`src/rtl/qram_arbiter_if.sv`:
```
// Requester and qram port bundle for qram_arbiter.
// The slave view belongs to the arbiter; the master view belongs to the clients and the memory.
interface qram_arbiter_if #(
  parameter int NUM_REQ = 4,
  parameter int AW      = 32,
  parameter int DW      = 32
);
  logic [NUM_REQ-1:0]    req_valid;
  logic [NUM_REQ-1:0]    req_we;
  logic [NUM_REQ*AW-1:0] req_addr;
  logic [NUM_REQ*DW-1:0] req_wdata;
  logic [NUM_REQ-1:0]    req_ready;
  logic [NUM_REQ-1:0]    rsp_valid;
  logic [NUM_REQ*DW-1:0] rsp_rdata;
  logic [AW-1:0]         mem_addr_1;
  logic [AW-1:0]         mem_addr_2;
  logic [AW-1:0]         mem_addr_3;
  logic [AW-1:0]         mem_addr_4;
  logic [DW-1:0]         mem_data_in_1;
  logic [DW-1:0]         mem_data_in_2;
  logic                  mem_store_1;
  logic                  mem_store_2;
  logic [DW-1:0]         mem_data_out_1;
  logic [DW-1:0]         mem_data_out_2;

  modport slave (
    input  req_valid, req_we, req_addr, req_wdata, mem_data_out_1, mem_data_out_2,
    output req_ready, rsp_valid, rsp_rdata,
    output mem_addr_1, mem_addr_2, mem_addr_3, mem_addr_4,
    output mem_data_in_1, mem_data_in_2, mem_store_1, mem_store_2
  );

  modport master (
    output req_valid, req_we, req_addr, req_wdata, mem_data_out_1, mem_data_out_2,
    input  req_ready, rsp_valid, rsp_rdata,
    input  mem_addr_1, mem_addr_2, mem_addr_3, mem_addr_4,
    input  mem_data_in_1, mem_data_in_2, mem_store_1, mem_store_2
  );
endinterface

```
`src/rtl/qram_arbiter.sv`:
```
// Round-robin arbiter sharing the two qram ports among NUM_REQ requesters,
// issuing up to two accesses per cycle and routing read data back by tag.
module qram_arbiter #(
  parameter int NUM_REQ = 4,
  parameter int MEM_LAT = 1,
  parameter int AW      = 32,
  parameter int DW      = 32
) (
  input  logic          clk,
  input  logic          rst_n,
  qram_arbiter_if.slave bus
);
  localparam int IW = (NUM_REQ > 1) ? $clog2(NUM_REQ) : 1;
  localparam int SW = IW + 1;

  logic [AW-1:0] addr  [NUM_REQ];
  logic [DW-1:0] wdata [NUM_REQ];

  for (genvar g = 0; g < NUM_REQ; g++) begin : g_unpack
    assign addr[g]  = bus.req_addr[g*AW +: AW];
    assign wdata[g] = bus.req_wdata[g*DW +: DW];
  end

  logic [IW-1:0]      rr_ptr;
  logic [IW-1:0]      next_ptr;
  logic [IW-1:0]      last_idx;
  logic [IW-1:0]      cand;
  logic [SW-1:0]      sum;
  logic               gnt_x_vld;
  logic               gnt_y_vld;
  logic [IW-1:0]      gnt_x_idx;
  logic [IW-1:0]      gnt_y_idx;
  logic [NUM_REQ-1:0] ready;
  logic               we_x;
  logic               we_y;

  // Two reads of one address may share a cycle; anything involving a write may not.
  function automatic logic conflict(input logic [AW-1:0] a0, input logic we0,
                                    input logic [AW-1:0] a1, input logic we1);
    return (a0 == a1) && (we0 || we1);
  endfunction

  always_comb begin
    gnt_x_vld = 1'b0;
    gnt_y_vld = 1'b0;
    gnt_x_idx = '0;
    gnt_y_idx = '0;
    sum       = '0;
    cand      = '0;
    ready     = '0;
    for (int k = 0; k < NUM_REQ; k++) begin
      sum = {1'b0, rr_ptr} + SW'(k);
      if (sum >= SW'(NUM_REQ)) sum = sum - SW'(NUM_REQ);
      cand = sum[IW-1:0];
      if (rst_n && bus.req_valid[cand]) begin
        if (!gnt_x_vld) begin
          gnt_x_vld = 1'b1;
          gnt_x_idx = cand;
        end else if (!gnt_y_vld &&
                     !conflict(addr[gnt_x_idx], bus.req_we[gnt_x_idx], addr[cand], bus.req_we[cand])) begin
          gnt_y_vld = 1'b1;
          gnt_y_idx = cand;
        end
      end
    end
    if (gnt_x_vld) ready[gnt_x_idx] = 1'b1;
    if (gnt_y_vld) ready[gnt_y_idx] = 1'b1;
    last_idx = gnt_y_vld ? gnt_y_idx : gnt_x_idx;
    next_ptr = (last_idx == IW'(NUM_REQ-1)) ? '0 : last_idx + 1'b1;
  end

  assign bus.req_ready = ready;
  assign we_x          = bus.req_we[gnt_x_idx];
  assign we_y          = bus.req_we[gnt_y_idx];

  always_ff @(posedge clk) begin
    if (!rst_n)         rr_ptr <= '0;
    else if (gnt_x_vld) rr_ptr <= next_ptr;
  end

  // Stage p0: qram port drive, one cycle per accepted access.
  logic [1:0]    rd_vld_p0;
  logic [IW-1:0] rd_idx_p0 [2];

  always_ff @(posedge clk) begin
    if (!rst_n) begin
      bus.mem_store_1   <= 1'b0;
      bus.mem_addr_1    <= '0;
      bus.mem_data_in_1 <= '0;
      bus.mem_addr_3    <= '0;
      bus.mem_store_2   <= 1'b0;
      bus.mem_addr_2    <= '0;
      bus.mem_data_in_2 <= '0;
      bus.mem_addr_4    <= '0;
      rd_vld_p0         <= '0;
    end else begin
      bus.mem_store_1   <= gnt_x_vld && we_x;
      bus.mem_addr_1    <= (gnt_x_vld && we_x)  ? addr[gnt_x_idx]  : '0;
      bus.mem_data_in_1 <= (gnt_x_vld && we_x)  ? wdata[gnt_x_idx] : '0;
      bus.mem_addr_3    <= (gnt_x_vld && !we_x) ? addr[gnt_x_idx]  : '0;
      bus.mem_store_2   <= gnt_y_vld && we_y;
      bus.mem_addr_2    <= (gnt_y_vld && we_y)  ? addr[gnt_y_idx]  : '0;
      bus.mem_data_in_2 <= (gnt_y_vld && we_y)  ? wdata[gnt_y_idx] : '0;
      bus.mem_addr_4    <= (gnt_y_vld && !we_y) ? addr[gnt_y_idx]  : '0;
      rd_vld_p0         <= {gnt_y_vld && !we_y, gnt_x_vld && !we_x};
    end
  end

  always_ff @(posedge clk) begin
    rd_idx_p0[0] <= gnt_x_idx;
    rd_idx_p0[1] <= gnt_y_idx;
  end

  // Stage p1: read tags wait out the qram latency, one entry per cycle of MEM_LAT.
  logic [1:0]    rd_vld_p1 [MEM_LAT];
  logic [IW-1:0] rd_idx_p1 [MEM_LAT][2];

  always_ff @(posedge clk) begin
    if (!rst_n) begin
      for (int s = 0; s < MEM_LAT; s++) rd_vld_p1[s] <= '0;
    end else begin
      rd_vld_p1[0] <= rd_vld_p0;
      for (int s = 1; s < MEM_LAT; s++) rd_vld_p1[s] <= rd_vld_p1[s-1];
    end
  end

  always_ff @(posedge clk) begin
    rd_idx_p1[0] <= rd_idx_p0;
    for (int s = 1; s < MEM_LAT; s++) rd_idx_p1[s] <= rd_idx_p1[s-1];
  end

  // Stage p2: per-requester response registers; data holds between strobes.
  for (genvar g = 0; g < NUM_REQ; g++) begin : g_rsp
    logic          hit_x;
    logic          hit_y;
    logic          vld_p2;
    logic [DW-1:0] data_p2;

    assign hit_x = rd_vld_p1[MEM_LAT-1][0] && (rd_idx_p1[MEM_LAT-1][0] == IW'(g));
    assign hit_y = rd_vld_p1[MEM_LAT-1][1] && (rd_idx_p1[MEM_LAT-1][1] == IW'(g));

    always_ff @(posedge clk) begin
      if (!rst_n) begin
        vld_p2  <= 1'b0;
        data_p2 <= '0;
      end else begin
        vld_p2 <= hit_x || hit_y;
        if (hit_x)      data_p2 <= bus.mem_data_out_1;
        else if (hit_y) data_p2 <= bus.mem_data_out_2;
      end
    end

    assign bus.rsp_valid[g]            = vld_p2;
    assign bus.rsp_rdata[g*DW +: DW]   = data_p2;
  end
endmodule

```
`src/flat_wrapper.sv`:
```
// flat-port wrapper written by rule: the top's interface ports become plain ports
module qram_arbiter_flat 
#(
  parameter int NUM_REQ = 4,
  parameter int MEM_LAT = 1,
  parameter int AW      = 32,
  parameter int DW      = 32
)
  (clk, rst_n, bus_req_valid, bus_req_we, bus_req_addr, bus_req_wdata, bus_mem_data_out_1, bus_mem_data_out_2, bus_req_ready, bus_rsp_valid, bus_rsp_rdata, bus_mem_addr_1, bus_mem_addr_2, bus_mem_addr_3, bus_mem_addr_4, bus_mem_data_in_1, bus_mem_data_in_2, bus_mem_store_1, bus_mem_store_2);
  qram_arbiter_if #(.NUM_REQ(NUM_REQ), .AW(AW), .DW(DW)) bus_i ();
  input  logic clk;
  input  logic rst_n;
  input wire logic [$bits(bus_i.req_valid)-1:0] bus_req_valid;
  input wire logic [$bits(bus_i.req_we)-1:0] bus_req_we;
  input wire logic [$bits(bus_i.req_addr)-1:0] bus_req_addr;
  input wire logic [$bits(bus_i.req_wdata)-1:0] bus_req_wdata;
  input wire logic [$bits(bus_i.mem_data_out_1)-1:0] bus_mem_data_out_1;
  input wire logic [$bits(bus_i.mem_data_out_2)-1:0] bus_mem_data_out_2;
  output wire logic [$bits(bus_i.req_ready)-1:0] bus_req_ready;
  output wire logic [$bits(bus_i.rsp_valid)-1:0] bus_rsp_valid;
  output wire logic [$bits(bus_i.rsp_rdata)-1:0] bus_rsp_rdata;
  output wire logic [$bits(bus_i.mem_addr_1)-1:0] bus_mem_addr_1;
  output wire logic [$bits(bus_i.mem_addr_2)-1:0] bus_mem_addr_2;
  output wire logic [$bits(bus_i.mem_addr_3)-1:0] bus_mem_addr_3;
  output wire logic [$bits(bus_i.mem_addr_4)-1:0] bus_mem_addr_4;
  output wire logic [$bits(bus_i.mem_data_in_1)-1:0] bus_mem_data_in_1;
  output wire logic [$bits(bus_i.mem_data_in_2)-1:0] bus_mem_data_in_2;
  output wire logic [$bits(bus_i.mem_store_1)-1:0] bus_mem_store_1;
  output wire logic [$bits(bus_i.mem_store_2)-1:0] bus_mem_store_2;
  assign bus_i.req_valid = bus_req_valid;
  assign bus_i.req_we = bus_req_we;
  assign bus_i.req_addr = bus_req_addr;
  assign bus_i.req_wdata = bus_req_wdata;
  assign bus_i.mem_data_out_1 = bus_mem_data_out_1;
  assign bus_i.mem_data_out_2 = bus_mem_data_out_2;
  assign bus_req_ready = bus_i.req_ready;
  assign bus_rsp_valid = bus_i.rsp_valid;
  assign bus_rsp_rdata = bus_i.rsp_rdata;
  assign bus_mem_addr_1 = bus_i.mem_addr_1;
  assign bus_mem_addr_2 = bus_i.mem_addr_2;
  assign bus_mem_addr_3 = bus_i.mem_addr_3;
  assign bus_mem_addr_4 = bus_i.mem_addr_4;
  assign bus_mem_data_in_1 = bus_i.mem_data_in_1;
  assign bus_mem_data_in_2 = bus_i.mem_data_in_2;
  assign bus_mem_store_1 = bus_i.mem_store_1;
  assign bus_mem_store_2 = bus_i.mem_store_2;
  qram_arbiter #(.NUM_REQ(NUM_REQ), .MEM_LAT(MEM_LAT), .AW(AW), .DW(DW)) u_core (.clk(clk), .rst_n(rst_n), .bus(bus_i));
endmodule
```
`config.mk`:
```
export PLATFORM = sky130hd
export DESIGN_NAME = qram_arbiter_flat
export DESIGN_NICKNAME = d
export VERILOG_FILES = /design/src/rtl/qram_arbiter_if.sv /design/src/rtl/qram_arbiter.sv /design/src/flat_wrapper.sv
export SDC_FILE = /design/constraint.sdc
export NUM_CORES = 1
export LEC_CHECK = 0
export BUFFER_PORTS_ARGS = -buffer_cell sky130_fd_sc_hd__buf_2
export CAP_MARGIN = 20
export CORE_AREA = 5 5 254 256
export CTS_CLUSTER_DIAMETER = 50
export DETAILED_ROUTE_END_ITERATION = 8
export DIE_AREA = 0 0 259 261
export GPL_TIMING_DRIVEN = 0
export PLACE_DENSITY = 0.62
export SLEW_MARGIN = 30
export SYNTH_ARGS = -nofsm -noshare
export SYNTH_HDL_FRONTEND = slang
export SYNTH_SLANG_ARGS = --single-unit
export TNS_END_PERCENT = 30
```
`constraint.sdc`:
```
create_clock -name clk -period 6.6 [get_ports clk]
set_input_delay 0.33 -clock clk [delete_from_list [all_inputs] [get_ports clk]]
set_output_delay 0.33 -clock clk [all_outputs]
set_load 0.02 [all_outputs]
```
==> run_results.csv <==
group,metric,value,unit
power,p_per_area,448.8,nW/um^2
grt,grt_max_degree,29,
critical_path,regToRegStartpoint,"u_core.rr_ptr[1]",
logic_synthesis,synth_flop_cell,"dfxtp_1",
logic_synthesis,syn-cell-area,24990,um^2
critical_path,crit_slowest_cell,"nor2b_2",
floorplanning,fp.dieArea,67600,um^2
critical_path,cp_max_fo,10,
timing,slew_viol_final,0,
grt,grt_usage,40.03,%
power,total_power,14130,uW
placement,place.gp.congestion,1.075,
clock_network,cts_buffer_depth,3,
drt,drt-vias-per-instance,6.503,
clock_network,clkTransAtPathRegs,0.06,ns
power,p_leak,0.01548,uW
floorplanning,initial_core_util,40.12,%
critical_path,critPathMaxStageDelay,0.47,ns
floorplanning,core_area,62270,um^2
critical_path,cp-end-kind,"primary output",
timing,setup_slack,-0.01268,ns
clock_network,cts_sinks,340,
finish,stdcell_area,31500,um^2
timing,holdWs,0.05789,ns
logic_synthesis,async_flop_share,0,%
power,peakVddDrop,290.1,uV
critical_path,critPathBufInv,8,
drt,dr.pass1.iters,8,
critical_path,critPathRequiredTime,6.27,ns
clock_network,cts-root-buf,"clkbuf_16",
timing,fin_crit,6.613,ns
timing,min_period_over_period,100.2,%
run,drv_cap,0,
clock_network,cts_max_level,2,
floorplanning,dieWidth,259,um
placement,hpwl,112100,um
status,outcome,"finished with violations",
timing,fin_skew,0.05396,ns
finish,drive_gt1_share,30.43,%
critical_path,arrival,6.28,ns
clock_network,cts_buffers,46,
drt,ant_nets,0,
floorplanning,row_count,92,
drt,drt_wl_total,144400,um
floorplanning,ioPinCount,660,
logic_synthesis,netlist_instances,2809,
timing,worst_pin_slew,1.046,ns
timing,slew_headroom,30.29,%
critical_path,cp_top_family,"simple AND/OR/NAND/NOR gates",
logic_synthesis,synth_cell_type_count,96,
status,violations,"setup timing",
timing,finalSetupViolCount,1,
hold_path,hp-start,"bus_mem_data_out_1[16]",
logic_synthesis,ys_warn_count,0,
logic_synthesis,synth_seq_cells,340,
grt,antenna_found_initial,20,
grt,globalRouteOverflowTotal,0,
critical_path,worstPathCellList,"buf_6, buf_8, nor2b_2, nand3_1, nand3_1, buf_2, clkbuf_4, mux4_2, xor2_1, nor4_4, nand4_1, nor4_4, buf_4, nor3_4, o2bb2ai_4, inv_4, buf_4, o32ai_2, buf_4",
logic_synthesis,synth_nets,3141,
clock_network,ctsHoldBuffers,0,
critical_path,crit_top_cell,"buf_4",
clock_network,tritoncts,"done",
logic_synthesis,syn_area_per_cell,8.896,um^2
critical_path,critical_path.startpoint_type,"flip-flop",
drt,drtIter0Drc,4277,
logic_synthesis,ys_seq_area_share,27.24,%
clock_network,clock_latency,0.59,ns
floorplanning,die_h,261,um
timing,max_freq,0.1512,GHz
grt,grt_first_pass_wirelength,199200,um
drt,routedWlPerCell,32.90,um
drt,drc_errors,0,
placement,dpl-instance-area,29130,um^2
grt,grt_pass1_vias,26946,
hold_path,hold_class,"primary input to flip-flop",
timing,hold_viol_final,0,
critical_path,worstSetupPathType,"flip-flop to primary output",
drt,num_vias,28535,
critical_path,crit_start,"u_core.rr_ptr[1]",
finish,final_nets,3825,
finish,fillers,6121,
finish,synthToLayoutAreaGrowth,26.04,%
logic_synthesis,synth_edf_count,0,
placement,port_buffers,615,
cell type report:
| cell class | instances | area (um^2) | area share [%] |
|---|---|---|---|
| clock buffers | 54 | 1201 | 3.814 |
| diodes | 13 | 32.53 | 0.1033 |
| flip-flops and latches | 340 | 6809 | 21.62 |
| inverters | 59 | 229.0 | 0.7270 |
| repair buffers | 643 | 3306 | 10.50 |
| multi-input cells | 2085 | 16810 | 53.36 |
| plain buffers | 318 | 1628 | 5.168 |
| clock inverters | 30 | 424.2 | 1.347 |
| well taps | 846 | 1059 | 3.361 |
sequential cells by signal, indices dropped and copies added, names as in the netlist, 32 cells and up:
name	cells
u_core.bus.mem_addr_1	32
u_core.bus.mem_addr_2	32
u_core.bus.mem_addr_3	32
u_core.bus.mem_addr_4	32
u_core.bus.mem_data_in_1	32
u_core.bus.mem_data_in_2	32
u_core.g_rsp.data_p2	128
repair_timing:
item                       in CTS  in global routing
buffers inserted               17                 10
resized for setup             119                 21
cloned                          0                  0
setup endpoints to repair     205                101
pin swaps                      20                  8
through the flow:
stage | setup slack [ns] | TNS (ns) | std cells | util (%)
floorplan | 0.4508 | 0 | 2809 | -
global route | -0.006436 | -0.006436 | 4381 | 50.55
global placement | -3.917 | -407.48 | 4270 | 46.77
finish | -0.01268 | -0.01268 | 4388 | 50.57
CTS | 0.02986 | 0 | 4368 | 50.32
detailed placement | -3.788 | -397.75 | 4270 | 46.77
layout by cell type, fill, tap and decap left out, drive strengths merged, types with 13 or more instances in the layout:
| cell | count |
|---|---|
| a21oi | 104 |
| inv | 70 |
| o211ai | 59 |
| clkbuf | 260 |
| and3 | 36 |
| buf | 755 |
| mux2 | 28 |
| nand3 | 151 |
| mux4 | 122 |
| o221ai | 14 |
| and4b | 33 |
| a211oi | 62 |
| mux2i | 301 |
| a221oi | 31 |
| diode | 13 |
| xnor2 | 46 |
| dfxtp | 340 |
| nor2 | 198 |
| nand2 | 230 |
| a22oi | 14 |
| nor2b | 43 |
| nor4 | 76 |
| o211a | 135 |
| o21ai | 164 |
| o22ai | 22 |
| xor2 | 51 |
cells in the mapped netlist, drive strengths merged, types with 51 or more instances:
| cell | count | area (um^2) |
|---|---|---|
| inv | 59 | 221.5 |
| xor2 | 51 | 446.7 |
| buf | 118 | 676.9 |
| mux4 | 122 | 2748 |
| a211oi | 62 | 470.5 |
| dfxtp | 340 | 6807 |
| nor4 | 76 | 671.9 |
| o21ai | 164 | 832.1 |
| mux2i | 301 | 3042 |
| clkbuf | 207 | 780.7 |
| o211a | 135 | 1351 |
| nand2 | 230 | 865.8 |
| a21oi | 104 | 528.0 |
| nand3 | 151 | 755.7 |
| nor2 | 198 | 748.2 |
| o211ai | 59 | 442.9 |
worst paths after layout:
check	endpoint	cells past startpoint	slack (ns)
hold reg to reg	u_core.rd_idx_p1[0][1]	0	0.33
hold / removal	u_core.g_rsp[3].data_p2[16]	2	0.06
setup reg to reg	u_core.bus.mem_addr_2[24]	26	0.01
setup / recovery	bus_req_ready[0]	19	-0.01
power breakdown:
part | internal, uW | total, uW | switching [uW]
Combinational | 2910 | 8630 | 5720
Clock | 1580 | 2640 | 1060
Sequential | 2650 | 2870 | 213
Total | 7140 | 14100 | 6990
metal layers:
metal  vias up  track usage [%]  share of wire [%]
met5         -                0              0.068
met4        12            21.63                7.5
met3       574            12.47                 13
li1      11927                -                  -
met2      2294            61.22                 43
met1     13728            50.75                 37
cells by family (layout without fill, tap and decap cells):
kind of cell    after synthesis  in the layout  share of synthesized area (%)
simple gates                836            836                          17.38
compound gates              698            698                          20.67
mux                         451            451                          24.46
buf+inv                     384           1104                          6.720
flops                       340            340                          27.24
xor+xnor                     97             97                          3.400
fa+ha+maj                     3              3                         0.1402
other cells                   0             13                              0
(Power assumes the default switching activity.)
